==> src/rtl/spi_pkg.sv <==
// Shared constants for the SPI peripheral responder: frame defaults, FSM state codes,
// and a small helper for sizing counters.
package spi_pkg;

  localparam int unsigned DEFAULT_PAUSE             = 5;
  localparam int unsigned DEFAULT_LENGTH_SEND_P     = 16;
  localparam int unsigned DEFAULT_LENGTH_RECIEVED_P = 8;

  localparam logic [2:0] ST_IDLE  = 3'd0;
  localparam logic [2:0] ST_RECV  = 3'd1;
  localparam logic [2:0] ST_PAUSE = 3'd2;
  localparam logic [2:0] ST_SEND  = 3'd3;
  localparam logic [2:0] ST_DONE  = 3'd4;

  function automatic int unsigned max3(input int unsigned a, input int unsigned b,
                                       input int unsigned c);
    int unsigned m;
    m = (a > b) ? a : b;
    return (m > c) ? m : c;
  endfunction

endpackage

==> src/rtl/spi_sync_edge.sv <==
// Multi-bit input synchronizer with rise/fall detection on bit 0 (the SPI clock).
module spi_sync_edge #(
  parameter int unsigned     WIDTH     = 1,
  parameter int unsigned     STAGES    = 2,
  parameter logic [WIDTH-1:0] RESET_VAL = '0
) (
  input  logic             i_clk,
  input  logic             i_rst,
  input  logic [WIDTH-1:0] i_d,
  output logic [WIDTH-1:0] o_q,
  output logic             o_rise,
  output logic             o_fall
);

  logic [WIDTH-1:0] r_sync [STAGES];
  logic             r_prev;

  always_ff @(posedge i_clk or posedge i_rst) begin
    if (i_rst) begin
      for (int i = 0; i < STAGES; i++) r_sync[i] <= RESET_VAL;
      r_prev <= RESET_VAL[0];
    end else begin
      r_sync[0] <= i_d;
      for (int i = 1; i < STAGES; i++) r_sync[i] <= r_sync[i-1];
      r_prev <= r_sync[STAGES-1][0];
    end
  end

  assign o_q    = r_sync[STAGES-1];
  assign o_rise = o_q[0] & ~r_prev;
  assign o_fall = ~o_q[0] & r_prev;

endmodule

==> src/rtl/spi_peripheral_responder.sv <==
// SPI mode-0 peripheral: receives a word on COPI, waits PAUSE SCLK periods, then shifts a
// response word out on CIPO. Response comes from a valid/ready holding register.
module spi_peripheral_responder
  import spi_pkg::*;
#(
  parameter int unsigned PAUSE             = DEFAULT_PAUSE,
  parameter int unsigned LENGTH_RECIEVED_P = DEFAULT_LENGTH_RECIEVED_P,
  parameter int unsigned LENGTH_SEND_P     = DEFAULT_LENGTH_SEND_P,
  parameter int unsigned SYNC_STAGES       = 2
) (
  input  logic                         i_clk,
  input  logic                         i_rst,
  input  logic                         i_sclk,
  input  logic                         i_cs_n,
  input  logic                         i_copi,
  output logic                         o_cipo,
  output logic                         o_cipo_oe,
  input  logic [LENGTH_SEND_P-1:0]     i_tx_data,
  input  logic                         i_tx_valid,
  output logic                         o_tx_ready,
  output logic [LENGTH_RECIEVED_P-1:0] o_rx_data,
  output logic                         o_rx_valid,
  output logic                         o_frame_abort,
  output logic                         o_tx_underrun
);

  localparam int unsigned CNT_W = $clog2(max3(LENGTH_RECIEVED_P, LENGTH_SEND_P, PAUSE) + 1);
  localparam logic [CNT_W-1:0] RX_LAST    = CNT_W'(LENGTH_RECIEVED_P - 1);
  localparam logic [CNT_W-1:0] TX_LAST    = CNT_W'(LENGTH_SEND_P - 1);
  localparam logic [CNT_W-1:0] PAUSE_LAST = CNT_W'((PAUSE == 0) ? 0 : PAUSE - 1);

  logic [2:0] w_sync;
  logic       w_sclk_rise;
  logic       w_sclk_fall;
  logic       w_cs_n;
  logic       w_copi;
  logic       w_cs_rise;
  logic       w_cs_fall;

  spi_sync_edge #(
    .WIDTH     (3),
    .STAGES    (SYNC_STAGES),
    .RESET_VAL (3'b010)
  ) u_sync (
    .i_clk  (i_clk),
    .i_rst  (i_rst),
    .i_d    ({i_copi, i_cs_n, i_sclk}),
    .o_q    (w_sync),
    .o_rise (w_sclk_rise),
    .o_fall (w_sclk_fall)
  );

  assign w_cs_n = w_sync[1];
  assign w_copi = w_sync[2];

  logic [2:0]                   r_state;
  logic [CNT_W-1:0]             r_cnt;
  logic                         r_cs_prev;
  logic [LENGTH_RECIEVED_P-1:0] r_rx_shift;
  logic [LENGTH_RECIEVED_P-1:0] r_rx_data;
  logic [LENGTH_SEND_P-1:0]     r_tx_shift;
  logic [LENGTH_SEND_P-1:0]     r_hold;
  logic                         r_hold_full;
  logic                         r_rx_valid;
  logic                         r_abort;
  logic                         r_underrun;

  logic [2:0]                   w_state_nxt;
  logic [CNT_W-1:0]             w_cnt_nxt;
  logic                         w_enter_send;
  logic                         w_abort;
  logic                         w_rx_done;
  logic                         w_load;
  logic [LENGTH_RECIEVED_P-1:0] w_rx_next;

  assign w_cs_rise = w_cs_n & ~r_cs_prev;
  assign w_cs_fall = ~w_cs_n & r_cs_prev;
  assign w_load    = i_tx_valid & ~r_hold_full;
  assign w_rx_next = {r_rx_shift[LENGTH_RECIEVED_P-2:0], w_copi};

  // A chip-select rise takes priority over any SCLK edge seen in the same cycle.
  always_comb begin
    w_state_nxt  = r_state;
    w_cnt_nxt    = r_cnt;
    w_enter_send = 1'b0;
    w_abort      = 1'b0;
    w_rx_done    = 1'b0;
    case (r_state)
      ST_IDLE: begin
        if (w_cs_fall) begin
          w_state_nxt = ST_RECV;
          w_cnt_nxt   = '0;
        end
      end
      ST_RECV: begin
        if (w_cs_rise) begin
          w_abort = 1'b1;
        end else if (w_sclk_rise) begin
          if (r_cnt == RX_LAST) begin
            w_rx_done = 1'b1;
            w_cnt_nxt = '0;
            if (PAUSE == 0) begin
              w_enter_send = 1'b1;
              w_state_nxt  = ST_SEND;
            end else begin
              w_state_nxt = ST_PAUSE;
            end
          end else begin
            w_cnt_nxt = r_cnt + CNT_W'(1);
          end
        end
      end
      ST_PAUSE: begin
        if (w_cs_rise) begin
          w_abort = 1'b1;
        end else if (w_sclk_rise) begin
          if (r_cnt == PAUSE_LAST) begin
            w_enter_send = 1'b1;
            w_state_nxt  = ST_SEND;
            w_cnt_nxt    = '0;
          end else begin
            w_cnt_nxt = r_cnt + CNT_W'(1);
          end
        end
      end
      ST_SEND: begin
        if (w_cs_rise) begin
          w_abort = 1'b1;
        end else if (w_sclk_fall) begin
          if (r_cnt == TX_LAST) begin
            w_state_nxt = ST_DONE;
            w_cnt_nxt   = '0;
          end else begin
            w_cnt_nxt = r_cnt + CNT_W'(1);
          end
        end
      end
      ST_DONE: begin
        if (w_cs_n) w_state_nxt = ST_IDLE;
      end
      default: w_state_nxt = ST_IDLE;
    endcase
    if (w_abort) begin
      w_state_nxt = ST_IDLE;
      w_cnt_nxt   = '0;
    end
  end

  always_ff @(posedge i_clk or posedge i_rst) begin
    if (i_rst) begin
      r_state     <= ST_IDLE;
      r_cnt       <= '0;
      r_cs_prev   <= 1'b1;
      r_rx_shift  <= '0;
      r_rx_data   <= '0;
      r_tx_shift  <= '0;
      r_hold      <= '0;
      r_hold_full <= 1'b0;
      r_rx_valid  <= 1'b0;
      r_abort     <= 1'b0;
      r_underrun  <= 1'b0;
    end else begin
      r_state    <= w_state_nxt;
      r_cnt      <= w_cnt_nxt;
      r_cs_prev  <= w_cs_n;
      r_rx_valid <= w_rx_done;
      r_abort    <= w_abort;
      r_underrun <= w_enter_send & ~r_hold_full;
      if (r_state == ST_RECV && w_sclk_rise && !w_cs_rise) r_rx_shift <= w_rx_next;
      if (w_rx_done) r_rx_data <= w_rx_next;
      if (w_enter_send) begin
        r_tx_shift <= r_hold_full ? r_hold : '1;
      end else if (r_state == ST_SEND && w_sclk_fall && !w_cs_rise) begin
        r_tx_shift <= r_tx_shift << 1;
      end
      // Consume before load: a load can only coincide with SEND entry when the register
      // was already empty, so the new word survives for the next frame.
      if (w_enter_send) r_hold_full <= 1'b0;
      if (w_load) begin
        r_hold      <= i_tx_data;
        r_hold_full <= 1'b1;
      end
    end
  end

  assign o_cipo_oe     = (r_state == ST_SEND);
  assign o_cipo        = (r_state == ST_SEND) & r_tx_shift[LENGTH_SEND_P-1];
  assign o_tx_ready    = ~r_hold_full;
  assign o_rx_data     = r_rx_data;
  assign o_rx_valid    = r_rx_valid;
  assign o_frame_abort = r_abort;
  assign o_tx_underrun = r_underrun;

endmodule

==> config.mk <==
export PLATFORM = sky130hd
export DESIGN_NAME = spi_peripheral_responder
export DESIGN_NICKNAME = d
export VERILOG_FILES = /design/src/rtl/spi_pkg.sv /design/src/rtl/spi_sync_edge.sv /design/src/rtl/spi_peripheral_responder.sv
export SDC_FILE = /design/constraint.sdc
export NUM_CORES = 1
export LEC_CHECK = 0
export CORE_MARGIN = 4
export CORE_UTILIZATION = 45
export CTS_BUF_LIST = sky130_fd_sc_hd__clkbuf_16
export CTS_CLUSTER_SIZE = 16
export DETAILED_ROUTE_END_ITERATION = 16
export PLACE_DENSITY = 0.76
export SYNTH_ARGS = -nofsm -noshare
export SYNTH_HDL_FRONTEND = slang
export SYNTH_HIERARCHICAL = 1
export SYNTH_SLANG_ARGS = --single-unit
export TNS_END_PERCENT = 10
==> constraint.sdc <==
create_clock -name i_clk -period 1.8 [get_ports i_clk]
set_input_delay 0.36 -clock i_clk [delete_from_list [all_inputs] [get_ports i_clk]]
set_output_delay 0.36 -clock i_clk [all_outputs]
set_load 0.1 [all_outputs]
# Word level (Yosys, flattened, before mapping)
# Index checks and enable logic that the tools add are counted.
[totals] reg_bits=67 input_bits=22 output_inout_bits=14 wordCells=97
[op_classes] addsub=1 eq_ne=18 n_mux=40 bitwise_logic=12 reduce_logical=12
[ops] operator="5-bit 2-to-1 mux" count=11
[ops] operator="16-bit 2-to-1 mux" count=3
[ops] operator="3-bit 2-to-1 mux" count=12
[ops] operator="3-bit != test, second input constant" count=7
[ops] operator="5-bit one-hot mux with 4 select lines" count=1
[ops] operator="3-bit one-hot mux with 5 select lines" count=1
[ops] operator="1-bit 2-to-1 mux" count=12
[ops] operator="11-bit AND reduction" count=1
[ops] operator="5-bit by 3-bit equality test with 1-bit output, second input constant" count=2
[ops] operator="8-bit AND reduction" count=1
[ops] operator="1-bit bitwise AND" count=7
[ops] operator="3-bit by 2-bit equality test with 1-bit output, second input constant" count=2
[ops] operator="3-bit by 1-bit != test with 1-bit output, second input constant" count=2
[ops] operator="3-bit by 2-bit != test with 1-bit output, second input constant" count=2
[ops] operator="5-bit by 1-bit adder with 5-bit output, second input constant" count=1
[ops] operator="5-bit by 4-bit equality test with 1-bit output, second input constant" count=1
[ops] operator="1-bit NOT" count=5
[ops] operator="5-bit nonzero test" count=1
[ops] operator="1-bit logical AND" count=4
[ops] operator="2-bit nonzero test" count=2
[ops] operator="3-bit by 1-bit equality test with 1-bit output, second input constant" count=1
[ops] operator="3-bit equality test, second input constant" count=1
[ops] operator="3-bit logical NOT" count=1
[ops] operator="3-bit OR reduction" count=1
[ops] operator="1-bit logical NOT" count=1

# Longest topological paths before layout
[logic_depth] ltp_word=7 depth_mapped=9

# By module
# The synthesis kept the hierarchy.
[by_module_without_submodules] mod="spi_peripheral_responder" instances=1 cells_each=262 area_per_inst_um2=2778.9
[by_module_without_submodules] mod="spi_sync_edge" instances=1 cells_each=13 area_per_inst_um2=219.0

# Worst setup path after synthesis
# OpenSTA, ideal clock, no wires.
[synth_path] path_kind="reg2out" startpoint="reg r_state[2]" endpoint="out o_cipo" arrival_time_ns=2.011 t_required_ns=1.440 path_slack_ns=-0.571 stages_incl_launch_ff=5 n_path_buf=2 path_cell_list="dfrtp_1 buf_2 and3b_1 clkbuf_2 and2_1"
[synth_via] elab_chain_cells=2
[synth_rtl] element="start: declaration" line="spi_peripheral_responder.sv:56" source="logic [2:0] r_state;"
[synth_rtl] element="start signal: assignment" line="spi_peripheral_responder.sv:163" source="r_state <= w_state_nxt;"
[synth_rtl] element="3-bit by 2-bit equality test with 1-bit output"
[synth_rtl] element="net o_cipo_oe" line="spi_peripheral_responder.sv:17" source="output logic o_cipo_oe,"
[synth_rtl] element="1-bit bitwise AND" line="spi_peripheral_responder.sv:187" source="assign o_cipo = (r_state == ST_SEND) & r_tx_shift[LENGTH_SEND_P-1];"
[synth_rtl] element="end: declaration" line="spi_peripheral_responder.sv:16" source="output logic o_cipo,"
# The timed path passes the listed nets, and every way through them passes these cells.

# Final worst setup path
[layout_path] startpoint="reg r_cnt[0]" endpoint="reg r_tx_shift[5]"
[layout_via] elab_chain_cells=6
[layout_rtl] element="start: declaration" line="spi_peripheral_responder.sv:57" source="logic [CNT_W-1:0] r_cnt;"
[layout_rtl] element="start signal: assignment" line="spi_peripheral_responder.sv:164" source="r_cnt <= w_cnt_nxt;"
[layout_rtl] element="5-bit by 3-bit equality test with 1-bit output (*)" line="spi_peripheral_responder.sv:117" source="if (r_cnt == PAUSE_LAST) begin"
[layout_rtl] element="1-bit 2-to-1 mux (*)" line="spi_peripheral_responder.sv:117"
[layout_rtl] element="1-bit 2-to-1 mux (*)" line="spi_peripheral_responder.sv:116" source="end else if (w_sclk_rise) begin"
[layout_rtl] element="1-bit 2-to-1 mux (*)" line="spi_peripheral_responder.sv:114" source="if (w_cs_rise) begin"
[layout_rtl] element="1-bit 2-to-1 mux (*)" line="spi_peripheral_responder.sv:88" source="case (r_state)"
[layout_rtl] element="16-bit 2-to-1 mux or 2-bit nonzero test (tied branches)"
[layout_rtl] element="end signal: assignment" line="spi_peripheral_responder.sv:172" source="r_tx_shift <= r_hold_full ? r_hold : '1;"
[layout_rtl] element="end signal: assignment" line="spi_peripheral_responder.sv:174" source="r_tx_shift <= r_tx_shift << 1;"
[layout_rtl] element="end: declaration" line="spi_peripheral_responder.sv:61" source="logic [LENGTH_SEND_P-1:0] r_tx_shift;"
# Mark *: on every way between the ends. The rest lies on a longest branch, timed or not.
# A chain may end at the register's enable or synchronous reset.

==> run summary <==
status: finished, violations left
failing checks: setup timing
Worst Setup EP: r_tx_shift[5]
Die Y: 89.5 um
GPL Wtd Cong: 0.801
share of total power in sequential cells: 40.2%
gate count of the mapped netlist: 274
I/O Pins: 36
synth warn: 6
fin crit share: 101%
worst slew pin tran: 0.355 ns
Comb power frac: 16.3%
worst skew pair latency: 0.33 ns
vias in the first global route: 2174
Syn Nets: 300
setup TNS: -0.0387 ns
Post-Layout Cell Count: 407
switching share of power: 27.2%
CP startpoint kind: flop
placed cell count: 388
largest net degree at the start of global routing: 61
Max clock buf depth: 2
antenna-violating nets left: 0
syn_area_per_cell: 10.9 um2
FF-to-FF setup slack: -0.02 ns
H-tree depth: 3
reg-to-reg critical path endpoint: r_tx_shift[5]
post-DR vias/cell: 5.47
RR Startpoint: r_cnt[0]
Critical path origin: r_cnt[0]
total power: 4.48 mW
total power per unit cell area: 1100 nW/um2
final instance area: 4080 um2
Initial Utilization: 46.8%
layout cell share with drive strength beyond 1: 29.7%
port bufs: 35
fmax: 0.550 GHz
HPWL Detailed: 4.04 mm
Fin. Hold Viols: 0
crit path time final: 1.82 ns
Die X: 89.5 um
Max VDD drop: 1070 uV
Slew Limit Fails: 0
Inserted Clock Buffers: 9
first-pass GRT wire length: 10.4 mm
GR Overflow Total: 0
drt pass-1 iters: 4
# rows: 29
placed inst area: 3640 um2
CP Data Required Time: 2.05 ns
Cell Area, Synth: 2990 um2
Switch Pwr: 1.22 mW
Clk pwr share: 43.5%
Setup Viol. Count Final: 3
hold_ws: 0.307 ns
Leak: 1.90 nW
Hold Path Class: primary input to async pin
Reg clk slew, reported paths: 0.06 ns
Reg2Reg Depth: 8
ant diodes: 0
gr usage total: 17.3%
Nets: 351
final wirelength: 6.39 mm
initial antenna violation count: 0
Critical Path AT: 2.07 ns
fin util: 63.8%
Max Fanout on Critical Path: 16
final worst setup slack: -0.0196 ns
die area: 8010 um2
Slew HR: 76.2%
routed vias: 2226
P_int: 3.26 mW
Iter 0 DRT Violations: 215
area added between synthesis and finish: 36.3%
Setup Skew: 0.00661 ns
max-cap viol count: 0
Sink Count: 67
DRC: 0
Place WS: -0.0720 ns
RSZ-0062 raised after global routing: yes
CTS tree: done
Setup CP Type: flop to flop
Setup crit end kind: flop
Core Area: 6390 um2
CTS root buffer: clkbuf_16
wire per inst: 15.7 um
## routing by layer
layer | global-route usage, % | part of all wire [%] | vias up
met3 | 5.25 | 5.2 | 11
met1 | 21.3 | 41 | 1101
li1 | - | - | 1043
met5 | 0 | 0 | -
met4 | 5.68 | 2.2 | 0
met2 | 29.0 | 52 | 71
## final cells by class
type	instances	area (um2)
clock buffer	9	225
clock inverter	7	106
fill	468	2310
inverter	18	68.8
multi-input combinational	174	1230
sequential	67	1690
tap	77	96.3
timing repair buffer	55	668
## registers in the layout (all words and copies together) (netlist names)
| name | count |
|---|---|
| r_hold | 16 |
| r_tx_shift | 16 |
| o_rx_data | 8 |
| r_rx_shift | 7 |
| r_cnt | 5 |
| r_state | 3 |
| u_sync/o_q | 3 |
| u_sync/r_sync | 3 |
| o_frame_abort | 1 |
| o_rx_valid | 1 |
| o_tx_underrun | 1 |
| r_cs_prev | 1 |
| r_hold_full | 1 |
| u_sync/r_prev | 1 |
## critical path, cell delays in order, from the launching register on
cell	delay, ns
dfrtp_1	0.43
buf_4	0.16
inv_1	0.05
ha_1	0.13
and4bb_2	0.32
nand4_1	0.14
buf_6	0.19
and3_1	0.15
a31oi_1	0.15
## cells in the final DEF, fill, tap and decap left out, types with 4 or more instances in the layout
cell,count
nand3_1,5
dfrtp_1,60
nand2_1,39
dfrtp_2,4
o21ai_0,15
nor2_1,11
and3_1,10
clkdlybuf4s50_1,21
clkbuf_16,9
mux2_2,23
buf_12,15
inv_1,16
a21o_1,8
a31oi_1,8
buf_4,16
o21ai_1,6
## timing repair
action	CTS	global route
buffers inserted	0	4
cloned	0	0
pin swaps	1	3
gates resized for setup	7	21
endpoints found under the setup margin	12	23
hold buffers	0	0
## how the worst min path moves through the flow
stage,cells past startpoint,slack (ns),to,from
after floorplan,1,0.16,u_sync/o_q[0],i_rst
after global placement,0,0.33,u_sync/o_q[2],u_sync/r_sync[5]
after detailed placement,0,0.34,u_sync/o_q[0],u_sync/r_sync[3]
after CTS,2,0.31,u_sync/r_sync[5],i_rst
after global routing,2,0.33,u_sync/r_sync[5],i_rst
final,2,0.31,u_sync/r_sync[5],i_rst
## power groups by stage
stage          combinational [mW]  clock (mW)  sequential, mW
2_1_floorplan               0.399           0            1.83
3_3_place_gp                0.641           0            1.80
3_5_place_dp                0.657           0            1.81
4_1_cts                     0.668        1.96            1.79
5_1_grt                     0.800        2.04            1.82
6_report                    0.730        1.95            1.80
No activity file was read; power rests on OpenSTA's default activity.
==> RTL edit (same flow settings) <==
Change the parameter `SYNC_STAGES` from 2 to 4.
--- a/src/rtl/spi_peripheral_responder.sv
+++ b/src/rtl/spi_peripheral_responder.sv
@@ -6,7 +6,7 @@
   parameter int unsigned PAUSE             = DEFAULT_PAUSE,
   parameter int unsigned LENGTH_RECIEVED_P = DEFAULT_LENGTH_RECIEVED_P,
   parameter int unsigned LENGTH_SEND_P     = DEFAULT_LENGTH_SEND_P,
-  parameter int unsigned SYNC_STAGES       = 2
+  parameter int unsigned SYNC_STAGES       = 4
 ) (
   input  logic                         i_clk,
   input  logic                         i_rst,
Behaviour: not the same (Yosys sat finds a counterexample within 10 cycles, from zero or initial values and one cycle with i_rst high).
==> RTL edit against the unedited design <==
  * Global-route usage shrank 1.0 points
  * Largest power group is now sequential cells
  * Synthesized area up 5.1%
  * Combinational power rose by 8.4%
  * Total power decreased by 2.6%
  * Routed wire length grew 1.2%
  * Utilization down 1.4 points
  * Final area is 4.1% higher
  * Die area rose by 4.6%
  * Worst setup slack lost 0.0037 ns
  * The run still ends with setup timing left
  * Sequential cell count increased by 6
==> RTL edit: results (changes against the unedited design) <==
### Cells and area
* 521 — total of fill cells in the finished design, +11%
* 31.3% — fraction of layout instances using a drive strength above 1, +1.6 points
* 363 — nets@finish, +3.4%

### Setup path
* 0.44 ns — CP peak stage delay
* sky130_fd_sc_hd__dfrtp_2 — Worst path slowest cell
* o_cipo — end point of the critical path
* flip-flops — Top delay family on crit path
* r_state[2] — launching instance or port of the critical path
* 3 — Max FO, Critical Path, -13
* 0 ns — internal reg-to-reg setup slack, +0.02 ns
* r_tx_shift[10] — worst reg2reg path endpoint

### Placement
* 0.00384 sq mm — dpl cell area, +5.5%
* 4400 um — HPWL Detailed, +8.8%
* 0.850 — gpl congestion, +6.1%
* -0.102 ns — pre-CTS setup slack, -0.0301 ns
* 418 — cell total after placement, +7.7%

### Synth
* 6 — Syn. warnings, unchanged
* 306 — total nets after synthesis, +2.0%
* 280 — cells after synthesis, +2.2%

### STA
* 0.00519 ns — worst clock skew on the final layout, -0.00142 ns
* 68.0% — worst slew margin relative to its limit, -8.2 points
* 0.336 ns — hold_ws, +0.0290 ns
* -0.0233 ns — setup tns final, +0.0154 ns
* 0 — number of pins with negative max-slew slack in the final report, unchanged
* -0.0233 ns — post-route setup slack, -0.00366 ns
* 1 — final count of negative-setup-slack endpoints, -2

### Routing
* 148 — drt initial violations, -31%
* 2274 — vias post-DR, +2.2%
* 5.19 — Via density, -5.1%
* 14.7 um — mean routed wirelength per cell, -6.0%

### Global route
* 10800 um — wire length of the first global-routing pass, +3.7%
* 19 — pin count of the biggest net entering global routing, -69%
* 16.2% — GRT Util Overall, -1.0 points
* 0 — initial antenna violation count, unchanged

### Pwr
* 0.685 mV — VDD IR-drop max, -36%
* 2.00 nW — static leakage, +5.5%

### Outcome
* setup timing — failing checks
* finished with violations — outcome

==> RTL edit: changes by cell type in the layout (fill, tap and decap cells not counted), moves of 2 or more <==
cell                       change
sky130_fd_sc_hd__o21ai_1       -4
sky130_fd_sc_hd__dfstp_2       +2
sky130_fd_sc_hd__buf_4         +6
sky130_fd_sc_hd__inv_1         +3
sky130_fd_sc_hd__and3_4        +4
sky130_fd_sc_hd__inv_6         -3
sky130_fd_sc_hd__and3_1        -4
sky130_fd_sc_hd__dfrtp_1       +4
sky130_fd_sc_hd__buf_6         +2
sky130_fd_sc_hd__o21ai_0       +4
sky130_fd_sc_hd__clkinv_2      +2
==> RTL edit: timing repair <==
| item | CTS | global route |
|---|---|---|
| pin swaps | 1 | 5 |
| setup buffers | 3 | 1 |
| resized for setup | 10 | 15 |
| setup endpoints to repair | 7 | 33 |
==> RTL edit: metal layers <==
metal | part of all wire [%] | vias to the layer above | track usage [%]
met5 | 0 | - | 0
met4 | 2.3 | 0 | 7.29
met3 | 3.7 | 14 | 3.81
met2 | 52 | 48 | 26.7
met1 | 42 | 1132 | 20.3
li1 | - | 1080 | -
==> RTL edit: final cells by class <==
type / instances / area [sq um] / area share [%]
sequential: 73 / 1840 / 43.3
multi-input combinational: 174 / 1230 / 29.1
timing repair buffer: 61 / 701 / 16.5
clock buffer: 9 / 225 / 5.31
tap: 96 / 120 / 2.83
inverter: 18 / 68.8 / 1.62
clock inverter: 7 / 55.1 / 1.30
==> RTL edit: power by group <==
part	internal (mW)	leakage (nW)	switching (mW)
Clock	1.05	0.150	0.604
Combinational	0.402	0.927	0.390
Sequential	1.80	0.923	0.120
Total	3.25	2.00	1.11
